File: config.mk
export PLATFORM = sky130hd
export DESIGN_NAME = piso_serializer_flat
export DESIGN_NICKNAME = d
export VERILOG_FILES = /design/src/rtl/shift_defs.sv /design/src/rtl/piso_serializer_if.sv /design/src/rtl/piso_lane.sv /design/src/rtl/piso_serializer.sv /design/src/flat_wrapper.sv
export SDC_FILE = /design/constraint.sdc
export NUM_CORES = 1
export LEC_CHECK = 0
export CAP_MARGIN = 15
export CORE_MARGIN = 2
export CORE_UTILIZATION = 30
export DETAILED_ROUTE_END_ITERATION = 12
export MAX_ROUTING_LAYER = met4
export SETUP_SLACK_MARGIN = 0.02
export SKIP_CTS_REPAIR_TIMING = 1
export SYNTH_ARGS = -nofsm -noshare
export SYNTH_HDL_FRONTEND = slang
export SYNTH_HIERARCHICAL = 1
export SYNTH_SLANG_ARGS = --single-unit
File: constraint.sdc
create_clock -name clk -period 3 [get_ports clk]
set_clock_uncertainty 0.15 [all_clocks]
set_input_delay 0.45 -clock clk [delete_from_list [all_inputs] [get_ports clk]]
set_output_delay 0.45 -clock clk [all_outputs]
set_load 0.02 [all_outputs]
File: src/rtl/shift_defs.sv
// Shared definitions for the PISO serializer: bit-order selectors and a
// constant-evaluable ceil(log2) used for parameter sanity checks.
package shift_defs;

  localparam bit SHIFT_LSB_FIRST = 1'b0;
  localparam bit SHIFT_MSB_FIRST = 1'b1;

  // Smallest n with 2**n >= value; evaluated at elaboration time.
  function automatic int shift_clog2(input int value);
    int result;
    result = 0;
    for (int i = 0; i < 31; i++) begin
      if ((1 << i) < value) result = i + 1;
    end
    return result;
  endfunction

endpackage

File: src/rtl/piso_serializer_if.sv
// Producer-side handshake and line-driver-side serial signals of the serializer.
interface piso_serializer_if #(
  parameter int WIDTH  = 32,
  parameter int CWIDTH = 5
);
  logic              in_valid;
  logic              in_ready;
  logic [WIDTH-1:0]  in_data;
  logic [CWIDTH-1:0] in_len;
  logic              enable;
  logic              sout;
  logic              sout_valid;
  logic              last;
  logic              busy;

  modport master (
    output in_valid, in_data, in_len, enable,
    input  in_ready, sout, sout_valid, last, busy
  );

  modport slave (
    input  in_valid, in_data, in_len, enable,
    output in_ready, sout, sout_valid, last, busy
  );
endinterface

File: src/rtl/piso_lane.sv
// Active word register of the serializer: holds the word being shifted out,
// walks its bit index on each enable and flags the final bit.
module piso_lane
  import shift_defs::*;
#(
  parameter int WIDTH     = 32,
  parameter int CWIDTH    = 5,
  parameter bit MSB_FIRST = SHIFT_LSB_FIRST
) (
  input  logic              clk,
  input  logic              reset,
  input  logic              load_i,
  input  logic [WIDTH-1:0]  load_data_i,
  input  logic [CWIDTH-1:0] load_len_i,
  input  logic              enable_i,
  output logic              full_o,
  output logic              sout_o,
  output logic              last_o
);

  logic [WIDTH-1:0]  data_q, data_d;
  logic [CWIDTH-1:0] len_q, len_d;
  logic [CWIDTH-1:0] idx_q, idx_d;
  logic              full_q, full_d;
  logic [CWIDTH-1:0] sel;
  logic [WIDTH-1:0]  shifted;

  assign full_o = full_q;
  assign last_o = full_q && (idx_q == len_q);

  // NOTE: every always_comb output gets a default first, so no path can leave
  // it unassigned and infer a latch.
  always_comb begin
    data_d = data_q;
    len_d  = len_q;
    idx_d  = idx_q;
    full_d = full_q;
    if (load_i) begin
      data_d = load_data_i;
      len_d  = load_len_i;
      idx_d  = '0;
      full_d = 1'b1;
    end else if (enable_i && full_q) begin
      if (last_o) full_d = 1'b0;
      else        idx_d  = idx_q + CWIDTH'(1);
    end
  end

  // A shift rather than a variable part-select keeps the index width free of
  // the word width; len is clamped below WIDTH so sel always lands in range.
  always_comb begin
    if (MSB_FIRST == SHIFT_MSB_FIRST) sel = len_q - idx_q;
    else                              sel = idx_q;
    shifted = data_q >> sel;
    sout_o  = full_q && shifted[0];
  end

  // NOTE: state registers use non-blocking assignments so every flop samples
  // the pre-edge values regardless of process ordering.
  // NOTE: the data register is a plain flop, not a memory, so it is reset to a
  // known zero along with the control state.
  always_ff @(posedge clk or posedge reset) begin
    if (reset) begin
      data_q <= '0;
      len_q  <= '0;
      idx_q  <= '0;
      full_q <= 1'b0;
    end else begin
      data_q <= data_d;
      len_q  <= len_d;
      idx_q  <= idx_d;
      full_q <= full_d;
    end
  end

endmodule

File: src/rtl/piso_serializer.sv
// Parallel-in/serial-out serializer with a valid/ready input, a one-word hold
// buffer for gapless streaming, per-word length and selectable bit order.
module piso_serializer
  import shift_defs::*;
#(
  parameter int WIDTH     = 32,
  parameter int CWIDTH    = 5,
  parameter bit MSB_FIRST = SHIFT_LSB_FIRST
) (
  input logic               clk,
  input logic               reset,
  piso_serializer_if.slave  bus
);

  if (WIDTH < 2) begin : g_bad_width
    $error("piso_serializer: WIDTH must be at least 2");
  end
  if (shift_clog2(WIDTH) > CWIDTH) begin : g_bad_cwidth
    $error("piso_serializer: CWIDTH too narrow to index WIDTH bits");
  end

  localparam logic [CWIDTH-1:0] MAX_LEN = CWIDTH'(WIDTH - 1);

  logic [WIDTH-1:0]  hold_data_q, hold_data_d;
  logic [CWIDTH-1:0] hold_len_q, hold_len_d;
  logic              hold_full_q, hold_full_d;

  logic              lane_full, lane_last, lane_sout;
  logic              load;
  logic [WIDTH-1:0]  load_data;
  logic [CWIDTH-1:0] load_len;
  logic [CWIDTH-1:0] in_len_eff;
  logic              accept, word_done;

  assign in_len_eff   = (bus.in_len > MAX_LEN) ? MAX_LEN : bus.in_len;
  assign bus.in_ready = !reset && !hold_full_q;
  assign accept       = bus.in_valid && bus.in_ready;
  assign word_done    = bus.enable && lane_last;

  // Accept and promotion are exclusive: accepting requires an empty hold.
  always_comb begin
    load        = 1'b0;
    load_data   = bus.in_data;
    load_len    = in_len_eff;
    hold_data_d = hold_data_q;
    hold_len_d  = hold_len_q;
    hold_full_d = hold_full_q;
    if (accept && (!lane_full || word_done)) begin
      load = 1'b1;
    end else if (accept) begin
      hold_data_d = bus.in_data;
      hold_len_d  = in_len_eff;
      hold_full_d = 1'b1;
    end else if (word_done && hold_full_q) begin
      load        = 1'b1;
      load_data   = hold_data_q;
      load_len    = hold_len_q;
      hold_full_d = 1'b0;
    end
  end

  always_ff @(posedge clk or posedge reset) begin
    if (reset) begin
      hold_data_q <= '0;
      hold_len_q  <= '0;
      hold_full_q <= 1'b0;
    end else begin
      hold_data_q <= hold_data_d;
      hold_len_q  <= hold_len_d;
      hold_full_q <= hold_full_d;
    end
  end

  piso_lane #(
    .WIDTH     (WIDTH),
    .CWIDTH    (CWIDTH),
    .MSB_FIRST (MSB_FIRST)
  ) u_lane (
    .clk         (clk),
    .reset       (reset),
    .load_i      (load),
    .load_data_i (load_data),
    .load_len_i  (load_len),
    .enable_i    (bus.enable),
    .full_o      (lane_full),
    .sout_o      (lane_sout),
    .last_o      (lane_last)
  );

  assign bus.sout       = lane_sout;
  assign bus.sout_valid = lane_full;
  assign bus.last       = lane_last;
  assign bus.busy       = lane_full || hold_full_q;

endmodule

File: src/flat_wrapper.sv
// flat-port wrapper written by rule: the top's interface ports become plain ports
module piso_serializer_flat import shift_defs::*;
#(
  parameter int WIDTH     = 32,
  parameter int CWIDTH    = 5,
  parameter bit MSB_FIRST = SHIFT_LSB_FIRST
)
  (clk, reset, bus_in_valid, bus_in_data, bus_in_len, bus_enable, bus_in_ready, bus_sout, bus_sout_valid, bus_last, bus_busy);
  piso_serializer_if #(.WIDTH(WIDTH), .CWIDTH(CWIDTH)) bus_i ();
  input logic clk;
  input logic reset;
  input wire logic [$bits(bus_i.in_valid)-1:0] bus_in_valid;
  input wire logic [$bits(bus_i.in_data)-1:0] bus_in_data;
  input wire logic [$bits(bus_i.in_len)-1:0] bus_in_len;
  input wire logic [$bits(bus_i.enable)-1:0] bus_enable;
  output wire logic [$bits(bus_i.in_ready)-1:0] bus_in_ready;
  output wire logic [$bits(bus_i.sout)-1:0] bus_sout;
  output wire logic [$bits(bus_i.sout_valid)-1:0] bus_sout_valid;
  output wire logic [$bits(bus_i.last)-1:0] bus_last;
  output wire logic [$bits(bus_i.busy)-1:0] bus_busy;
  assign bus_i.in_valid = bus_in_valid;
  assign bus_i.in_data = bus_in_data;
  assign bus_i.in_len = bus_in_len;
  assign bus_i.enable = bus_enable;
  assign bus_in_ready = bus_i.in_ready;
  assign bus_sout = bus_i.sout;
  assign bus_sout_valid = bus_i.sout_valid;
  assign bus_last = bus_i.last;
  assign bus_busy = bus_i.busy;
  piso_serializer #(.WIDTH(WIDTH), .CWIDTH(CWIDTH), .MSB_FIRST(MSB_FIRST)) u_core (.clk(clk), .reset(reset), .bus(bus_i));
endmodule
Word-level counts from Yosys, hierarchy flattened
Cells that the tools add are included.
{"block": "classes", "add_sub_neg": 1, "order_cmp": 1, "n_eq_ne": 2, "shift": 1, "mux": 18, "bitwise_logic": 1, "n_reduce_logical": 20}
{"op": "$mux W32", "count": 3}
{"op": "$mux W5", "count": 7}
{"op": "$shr A32 B5 Y1", "count": 1}
{"op": "$logic_and A1 B1 Y1", "count": 8}
{"op": "$mux W1", "count": 8}
{"op": "$reduce_and A2 Y1", "count": 4}
{"op": "$reduce_bool A2 Y1", "count": 3}
{"op": "$add A5 B1 Y5 const B", "count": 1}
{"op": "$eq A5 B5 Y1", "count": 1}
{"op": "$gt A5 B5 Y1 const B", "count": 1}
{"op": "$logic_not A1 Y1", "count": 3}
{"op": "$logic_or A1 B1 Y1", "count": 2}
{"op": "$ne A2 B2 Y1 const B", "count": 1}
{"op": "$not A1 Y1", "count": 1}
{"block": "totals", "reg_bits": 81, "inputBits": 41, "out_inout_bits": 5, "wordCells": 51}

Depth between registers and ports, before layout
{"block": "depth", "ltp_word": 9, "mapped_depth": 12, "mapped_depth_nobuf": 7}

Modules after synthesis
Netlist, hierarchy kept.
{"module": "piso_lane", "n_inst": 1, "cells_each": 145, "area_per_inst_um2": 2068.2, "seq_area_each_um2": 1076.0}
{"module": "piso_serializer", "n_inst": 1, "cells_each": 130, "area_per_inst_um2": 1933.1, "seq_area_each_um2": 950.9}

Worst setup path before layout
No wires, ideal clock.
{"block": "synth_path", "path_kind": "reg2reg", "startpoint": "register u_core.u_lane.idx_q[0]", "endpoint": "register u_core.u_lane.data_q[0]", "setup_time_ns": 0.125, "t_arrival_ns": 3.053, "t_required_ns": 2.725, "setup_slack_ns": -0.327, "path_stages_with_launch": 13, "n_path_buf": 5, "period_less_slack_ns": 3.327, "cell_sequence": "dfrtp_1 > buf_6 > xor2_2 > nor3_2 > and3_1 > nand2_1 > nand4_2 > buf_6 > buf_6 > a21boi_0 > clkbuf_1 > clkbuf_1 > mux2_2"}
{"block": "synth_via", "elab_chain_len": 7, "elab_cells_between_ends": 12, "cone_classes": "eq/ne (1); mux (6); reduce/logical (5)"}
{"element": "start: declaration", "line": "piso_lane.sv:23", "text": "logic [CWIDTH-1:0] idx_q, idx_d;"}
{"element": "start signal: assignment", "line": "piso_lane.sv:71", "text": "idx_q <= idx_d;"}
{"element": "$eq A5 B5 Y1 *", "line": "piso_lane.sv:29", "text": "assign last_o = full_q && (idx_q == len_q);"}
{"element": "$logic_and A1 B1 Y1 *", "line": "piso_lane.sv:29"}
{"element": "net bus_last", "line": "flat_wrapper.sv:19", "text": "output wire logic [$bits(bus_i.last)-1:0] bus_last;"}
{"element": "$logic_and A1 B1 Y1 *", "line": "piso_serializer.sv:38", "text": "assign word_done = bus.enable && lane_last;"}
{"element": "$logic_and A1 B1 Y1", "line": "piso_serializer.sv:54", "text": "end else if (word_done && hold_full_q) begin"}
{"element": "$mux W1", "line": "piso_serializer.sv:54"}
{"element": "$mux W1", "line": "piso_serializer.sv:50", "text": "end else if (accept) begin"}
{"element": "$mux W1 *", "line": "piso_serializer.sv:48", "text": "if (accept && (!lane_full || word_done)) begin"}
{"element": "net u_core.load", "line": "piso_serializer.sv:29", "text": "logic load;"}
{"element": "end signal: assignment", "line": "piso_lane.sv:69", "text": "data_q <= data_d;"}
{"element": "end: declaration", "line": "piso_lane.sv:21", "text": "logic [WIDTH-1:0] data_q, data_d;"}
Mark *: on every way through the listed nets, which the timed path passes. The rest lies on a longest branch.
A chain may end at the register's enable or synchronous reset.

Final worst setup path
{"block": "layout_path", "startpoint": "register u_core.u_lane.idx_q[0]", "endpoint": "register u_core.u_lane.data_q[13]"}
{"block": "layout_via", "elab_chain_len": 7, "elab_cells_between_ends": 12, "cone_classes": "eq/ne (1); mux (6); reduce/logical (5)"}
{"element": "$eq A5 B5 Y1 *", "line": "piso_lane.sv:29"}
{"element": "$logic_and A1 B1 Y1 *", "line": "piso_lane.sv:29"}
{"element": "$logic_and A1 B1 Y1 *", "line": "piso_serializer.sv:38"}
{"element": "$logic_and A1 B1 Y1", "line": "piso_serializer.sv:54"}
{"element": "$mux W1", "line": "piso_serializer.sv:54"}
{"element": "$mux W1", "line": "piso_serializer.sv:50"}
{"element": "$mux W1 *", "line": "piso_serializer.sv:48"}
{"element": "net u_core.load", "line": "piso_serializer.sv:29"}
Marks and branches as above.

==> results.sh <==
export IMPL_netlist_instances=275
export IMPL_leakagePower_nw=2.11
export IMPL_grt_first_pass_wirelength_um=12800
export IMPL_postSynthAreaPerCell_um2=14.6
export IMPL_yosysWarnings=6
export IMPL_critical_path_arrival_ns=2.81
export IMPL_hpwl_um=5100
export IMPL_top_layer_used="met4"
export IMPL_cts_tree="built"
export IMPL_gr_total_overflow=0
export IMPL_drt_initial_drc_count=79
export IMPL_layout_nets=364
export IMPL_n_fill_cell=1260
export IMPL_die_area_um2=14300
export IMPL_syn_area_um2=4000
export IMPL_dr_wl_met2_um=3630
export IMPL_place_congestion=0.736
export IMPL_path_cells="buf_4, xor2_2, nor3_4, and3_4, nand2_1, nand4_2, a21boi_4, buf_12, mux2_2"
export IMPL_ys_seq_area_frac=0.507
export IMPL_async_reset_ff_frac=1.00
export IMPL_htree_levels=3
export IMPL_yosysMostFrequentCell="mux2_2"
export IMPL_finalPower_mw=4.71
export IMPL_grt_pass1_vias=2522
export IMPL_fin_crit_sh=0.913
export IMPL_fp_dieH_um=119
export IMPL_required_ns=3.07
export IMPL_drtAntennaViolNets=0
export IMPL_die_w_um=119
export IMPL_fmax_ghz=0.365
export IMPL_yosysUniqueCellTypes=37
export IMPL_slowest_stage="dfrtp_2"
export IMPL_synthTopCellsByCount="mux2_2 (103), dfrtp_1 (81), buf_2 (8), mux2_4 (8)"
export IMPL_ys_seq_elements=81
export IMPL_fin_crit_ns=2.74
export IMPL_drt_pass1_iter_count=4
export IMPL_rows=42
export IMPL_synth_area_leaders="dfrtp_1 (51%), mux2_2 (29%), mux4_1 (3.3%), mux2_4 (3.0%), buf_2 (1.0%)"
export IMPL_synth_edf_count=0
export IMPL_r2r_cells=9
export IMPL_r2r_end="u_core/u_lane/data_q[13]$_DFFE_PP0P_"
export IMPL_drcViolationCount=0
export IMPL_cp_start_kind="flip-flop"
export IMPL_grt_max_degree=44
export IMPL_whs_endpoint="u_core/u_lane/data_q[24]$_DFFE_PP0P_"
export IMPL_maxCapViolations=0
export IMPL_netlist_area_leader_share=0.507
export IMPL_setup_viol_count_final=0
export IMPL_vias_per_cell=4.66
export IMPL_crit_path_end_kind="flip-flop"
export IMPL_rrSetupSlack_ns=0.26
export IMPL_outcome="finished, final reports clean"
export IMPL_antenna_cells=0
export IMPL_path_max_fanout=43
export IMPL_critical_path_class="flip-flop to flip-flop"
export IMPL_ir_drop_mv=0.295
export IMPL_drive_gt1_frac=0.457
export IMPL_relSlewSlack=0.631
export IMPL_clk_pin_slew_worst_paths_ns=0.06
export IMPL_slew_viol_final=0
export IMPL_coreArea_um2=13100
export IMPL_worstHoldStart="u_core/u_lane/data_q[24]$_DFFE_PP0P_"
export IMPL_min_path_type="flip-flop to flip-flop"
export IMPL_slowest_delay_ns=0.46
export IMPL_drt_met1_wl_um=3510
export IMPL_whs_path_depth=1
export IMPL_worst_slew_pin_slew_ns=0.553
export IMPL_io_buffers=45
export IMPL_clock_sinks=81
export IMPL_syn_to_final_growth_pct=24.9
export IMPL_critical_path_buf_inv_count=2
export IMPL_cp_depth=9
export IMPL_hold_viol=0
export IMPL_vias=2337
export IMPL_cts_root_buf="clkbuf_16"
export IMPL_cts_buffers=9
export IMPL_wl_per_cell_um=15.2
export IMPL_dr_wl_met3_um=397
export IMPL_final_util=0.380
export IMPL_syn_num_nets=317
export IMPL_power_density_nw_per_um2=942
export IMPL_initial_core_util=0.305
export IMPL_clk_latency_ns=0.34
export IMPL_grt_setup_unrepaired="no"
export IMPL_io_pins=46
export IMPL_clk_path_buf_depth=2
export IMPL_critical_path_top_delay_family="simple AND/OR/NAND/NOR gates"
export IMPL_drt_wl_total_um=7610
export IMPL_antenna_found_initial=0
export IMPL_yosys_most_used_dff="dfrtp_1"
export IMPL_track_usage=0.119
export IMPL_r2r_start="u_core/u_lane/idx_q[0]$_DFFE_PP0P_"
export IMPL_yosysTopAreaCell="dfrtp_1"
==> layer usage <==
metal  up-vias  global-route usage
met5         -                   -
met4         0              0.0309
met3         6              0.0428
met2        42               0.182
met1      1189               0.151
li1       1100                   -
==> report_power, final <==
group          switching, mW  internal (mW)
Combinational          0.621           1.02
Clock                  0.426          0.660
Sequential             0.337           1.65
==> how the worst max path moves through the flow <==
| stage | from | end |
|---|---|---|
| CTS | u_core/u_lane/idx_q[0]$_DFFE_PP0P_ | bus_sout |
| detailed placement | u_core/u_lane/idx_q[0]$_DFFE_PP0P_ | bus_sout |
| finish | u_core/u_lane/idx_q[0]$_DFFE_PP0P_ | u_core/u_lane/data_q[13]$_DFFE_PP0P_ |
| floorplan | u_core/u_lane/idx_q[0]$_DFFE_PP0P_ | u_core/u_lane/data_q[28]$_DFFE_PP0P_ |
| global route | u_core/u_lane/idx_q[0]$_DFFE_PP0P_ | bus_sout |
| global placement | u_core/u_lane/idx_q[0]$_DFFE_PP0P_ | bus_sout |
==> placed cells by master (no fill, tap or decap), types with 4 or more instances in the layout <==
master / Yosys / layout
clkdlybuf4s50_1: 0 / 43
mux2_4: 8 / 8
xor2_1: 4 / 4
clkbuf_16: 0 / 9
mux2i_1: 4 / 4
buf_4: 2 / 6
inv_1: 4 / 4
dfrtp_1: 81 / 79
mux2_2: 103 / 103
xnor2_1: 4 / 4
mux4_1: 5 / 5
nor2_1: 6 / 6
nand2_1: 6 / 6
==> worst register-to-register path: stages (launching register included) <==
cell and delay (ns):
dfrtp_2 0.46, buf_4 0.19, xor2_2 0.18, nor3_4 0.28, and3_4 0.25, nand2_1 0.08
nand4_2 0.15, a21boi_4 0.22, buf_12 0.25, mux2_2 0.40
==> kinds of logic after synthesis <==
family,share of synthesized area
flip-flops,0.507
multiplexers,0.368
XOR/XNOR,0.0216
buffers and inverters,0.0310
adder cells (fa/ha/maj),0.00313
AO/OA/AOI/OAI,0.0275
AND/OR/NAND/NOR,0.0419
==> sequential cells by signal, summed over array words and instances, names as in the netlist <==
signal / flops
u_core/u_lane/data_q: 32
u_core/u_lane/full_o: 1
u_core/hold_full_q: 1
u_core/u_lane/len_q: 5
u_core/hold_data_q: 32
u_core/u_lane/idx_q: 5
u_core/hold_len_q: 5
==> layout make-up <==
type | instances | area (um^2) | share of cell area
Multi-Input combinational cell | 172 | 1880 | 0.376
Inverter | 4 | 15.0 | 0.00300
Clock buffer | 10 | 239 | 0.0478
Tap cell | 176 | 220 | 0.0441
Clock inverter | 5 | 56.3 | 0.0113
Sequential cell | 81 | 2030 | 0.406
Timing Repair Buffer | 54 | 561 | 0.112
==> per-stage QoR <==
stage / std cells / area [um^2] / hold slack [ns] / worst slack [ns] / TNS, ns
final: 502 / 5000 / 0.350 / 0.262 / 0
after global routing: 502 / 5000 / 0.363 / 0.174 / 0
after CTS: 501 / 4980 / 0.356 / -0.244 / -0.295
after detailed placement: 486 / 4690 / 0.340 / 0.129 / 0
after global placement: 486 / 4690 / 0.333 / 0.176 / 0
after floorplan: 275 / 4030 / 0.322 / 0.0566 / 0
Power figures use the tool's default switching activity.
==> RTL change: new RTL, same flow settings <==
`WIDTH` is set to 32 in 4 places; all go to 24.
--- a/src/rtl/piso_serializer_if.sv
+++ b/src/rtl/piso_serializer_if.sv
@@ -2,3 +2,3 @@
 interface piso_serializer_if #(
-  parameter int WIDTH  = 32,
+  parameter int WIDTH  = 24,
   parameter int CWIDTH = 5
--- a/src/rtl/piso_lane.sv
+++ b/src/rtl/piso_lane.sv
@@ -5,3 +5,3 @@
 #(
-  parameter int WIDTH     = 32,
+  parameter int WIDTH     = 24,
   parameter int CWIDTH    = 5,
--- a/src/rtl/piso_serializer.sv
+++ b/src/rtl/piso_serializer.sv
@@ -5,3 +5,3 @@
 #(
-  parameter int WIDTH     = 32,
+  parameter int WIDTH     = 24,
   parameter int CWIDTH    = 5,
--- a/src/flat_wrapper.sv
+++ b/src/flat_wrapper.sv
@@ -3,3 +3,3 @@
 #(
-  parameter int WIDTH     = 32,
+  parameter int WIDTH     = 24,
   parameter int CWIDTH    = 5,
Ports: changed (resized bus_in_data); port bits go from 46 to 38. The function was not compared with the original's and may differ.
==> RTL change against the unedited design <==
Power is 8.6% lower. Highest routed layer unchanged. Largest power group is now combinational cells. Worst setup slack worse by 0.037 ns. Sequential cell count is 16 lower. Largest cell class is now multi-input combinational cells. Clock power is 5% lower. Critical endpoint is now u_core/hold_data_q[14]$_DFFE_PP0P_. Routed wire length is 16% lower. Synthesized area is 15% lower. Hold slack worse by 0.0016 ns. Cell area is 15% lower. Fmax is 1.3% lower.
==> RTL change: results (changes against the unedited design) <==
Run status
  • Outcome: finished clean

Logic synthesis
  • Top post-synthesis cells by count: 65 x dfrtp_1, 55 x mux2_2, 25 x mux2_4
  • Gate Count Post-Synth: 243 (-12%)
  • Syn Nets: 277 (-13%)
  • Post-synthesis cell type count: 40 (+8.1%)
  • Largest cells by area after synthesis: dfrtp_1 48%, mux2_2 18%, mux2_4 11%
  • Register area share after synthesis: 48.0% (-2.7 points)
  • Post-synth ARST share: 100% (unchanged)

Finish
  • Top flop regs: u_core/hold_data_q: 24 flops, u_core/u_lane/data_q: 24 flops
  • Fill cells: 1,051 (-17%)
  • Share of layout cells above drive strength 1: 41.7% (-4.0 points)
  • Nets@finish: 325 (-11%)

Clock tree
  • CTS root buffer: clkbuf_16

Power
  • Leakage: 0.00192 uW (-8.8%)
  • VDD IR-drop max: 0.000418 V (+41%)

Global routing
  • Largest net degree at the start of global routing: 42 (-4.5%)
  • Total Routing Usage GR: 12.1% (+0.17 points)
  • First-pass GRT wire length: 10.7 mm (-17%)
  • Vias in the first global route: 2,126 (-16%)

Routing
  • WL per Instance: 14.8 um (-2.7%)
  • Starting DRC count in detailed routing: 129 (+63%)
  • Vias/cell: 4.73 (+1.5%)
  • Final WL: 6.42 mm (-16%)

Setup path
  • Crit-path max cell delay: 0.65 ns (+0.19 ns)
  • CP arrival: 2.83 ns (+0.02 ns)

Place
  • GP Congestion: 0.741 (+0.79%)
  • Placed Cells: 417 (-14%)
  • Pre-CTS setup slack: 0.232 ns (+0.104 ns)
  • IO buf count: 37 (-18%)
## RTL change: layout make-up
| type | count | area share [%] |
|---|---|---|
| multi-input cells | 156 | 38.6 |
| well taps | 140 | 4.10 |
| inverters | 8 | 0.704 |
| repair buffers | 51 | 11.5 |
| flip-flops and latches | 65 | 38.2 |
| clock buffers | 12 | 6.01 |
| clock inverters | 3 | 0.938 |
## RTL change: metal layers
layer  wire length (um)  global-route usage [%]
met2               2850                    17.2
met4                 70                    4.55
met1               3180                    16.1
met3                314                    3.76
met5                  0                       -
## RTL change: logic make-up after synthesis
kind of cell | count (synthesis) | synth area share [%]
and+or+nand+nor | 35 | 6.13
adders and majority gates | 1 | 0.369
xor gates and xnor gates | 5 | 1.29
buffers and inverters | 22 | 3.77
AOI/OAI and AO/OA | 18 | 3.99
DFF | 65 | 48.0
muxes | 97 | 36.5
## RTL change: worst paths after layout
| check | endpoint | start | cells after the start | slack [ns] |
|---|---|---|---|---|
| setup / recovery | u_core/hold_data_q[14]$_DFFE_PP0P_ | u_core/u_lane/idx_q[1]$_DFFE_PP0P_ | 7 | 0.23 |
| hold / removal | u_core/u_lane/data_q[0]$_DFFE_PP0P_ | u_core/u_lane/data_q[0]$_DFFE_PP0P_ | 1 | 0.35 |
| max in group asynchronous | u_core/u_lane/idx_q[0]$_DFFE_PP0P_ | reset | 3 | 1.87 |
| hold reg to reg | u_core/u_lane/data_q[0]$_DFFE_PP0P_ | u_core/u_lane/data_q[0]$_DFFE_PP0P_ | 1 | 0.35 |
| min in group asynchronous | u_core/hold_data_q[0]$_DFFE_PP0P_ | reset | 3 | 0.47 |
| setup reg to reg | u_core/hold_data_q[14]$_DFFE_PP0P_ | u_core/u_lane/idx_q[1]$_DFFE_PP0P_ | 7 | 0.23 |
## RTL change: power by group
group	internal [uW]	switching (uW)
Clock	680	363
Combinational	1010	639
Sequential	1320	287
## RTL change: stage by stage
step / total power (uW) / cell area (um^2)
CTS: 4330 / 4240
global placement: 3210 / 3940
detailed placement: 3240 / 3940
finish: 4300 / 4270
global route: 4580 / 4270
floorplan: 2820 / 3390
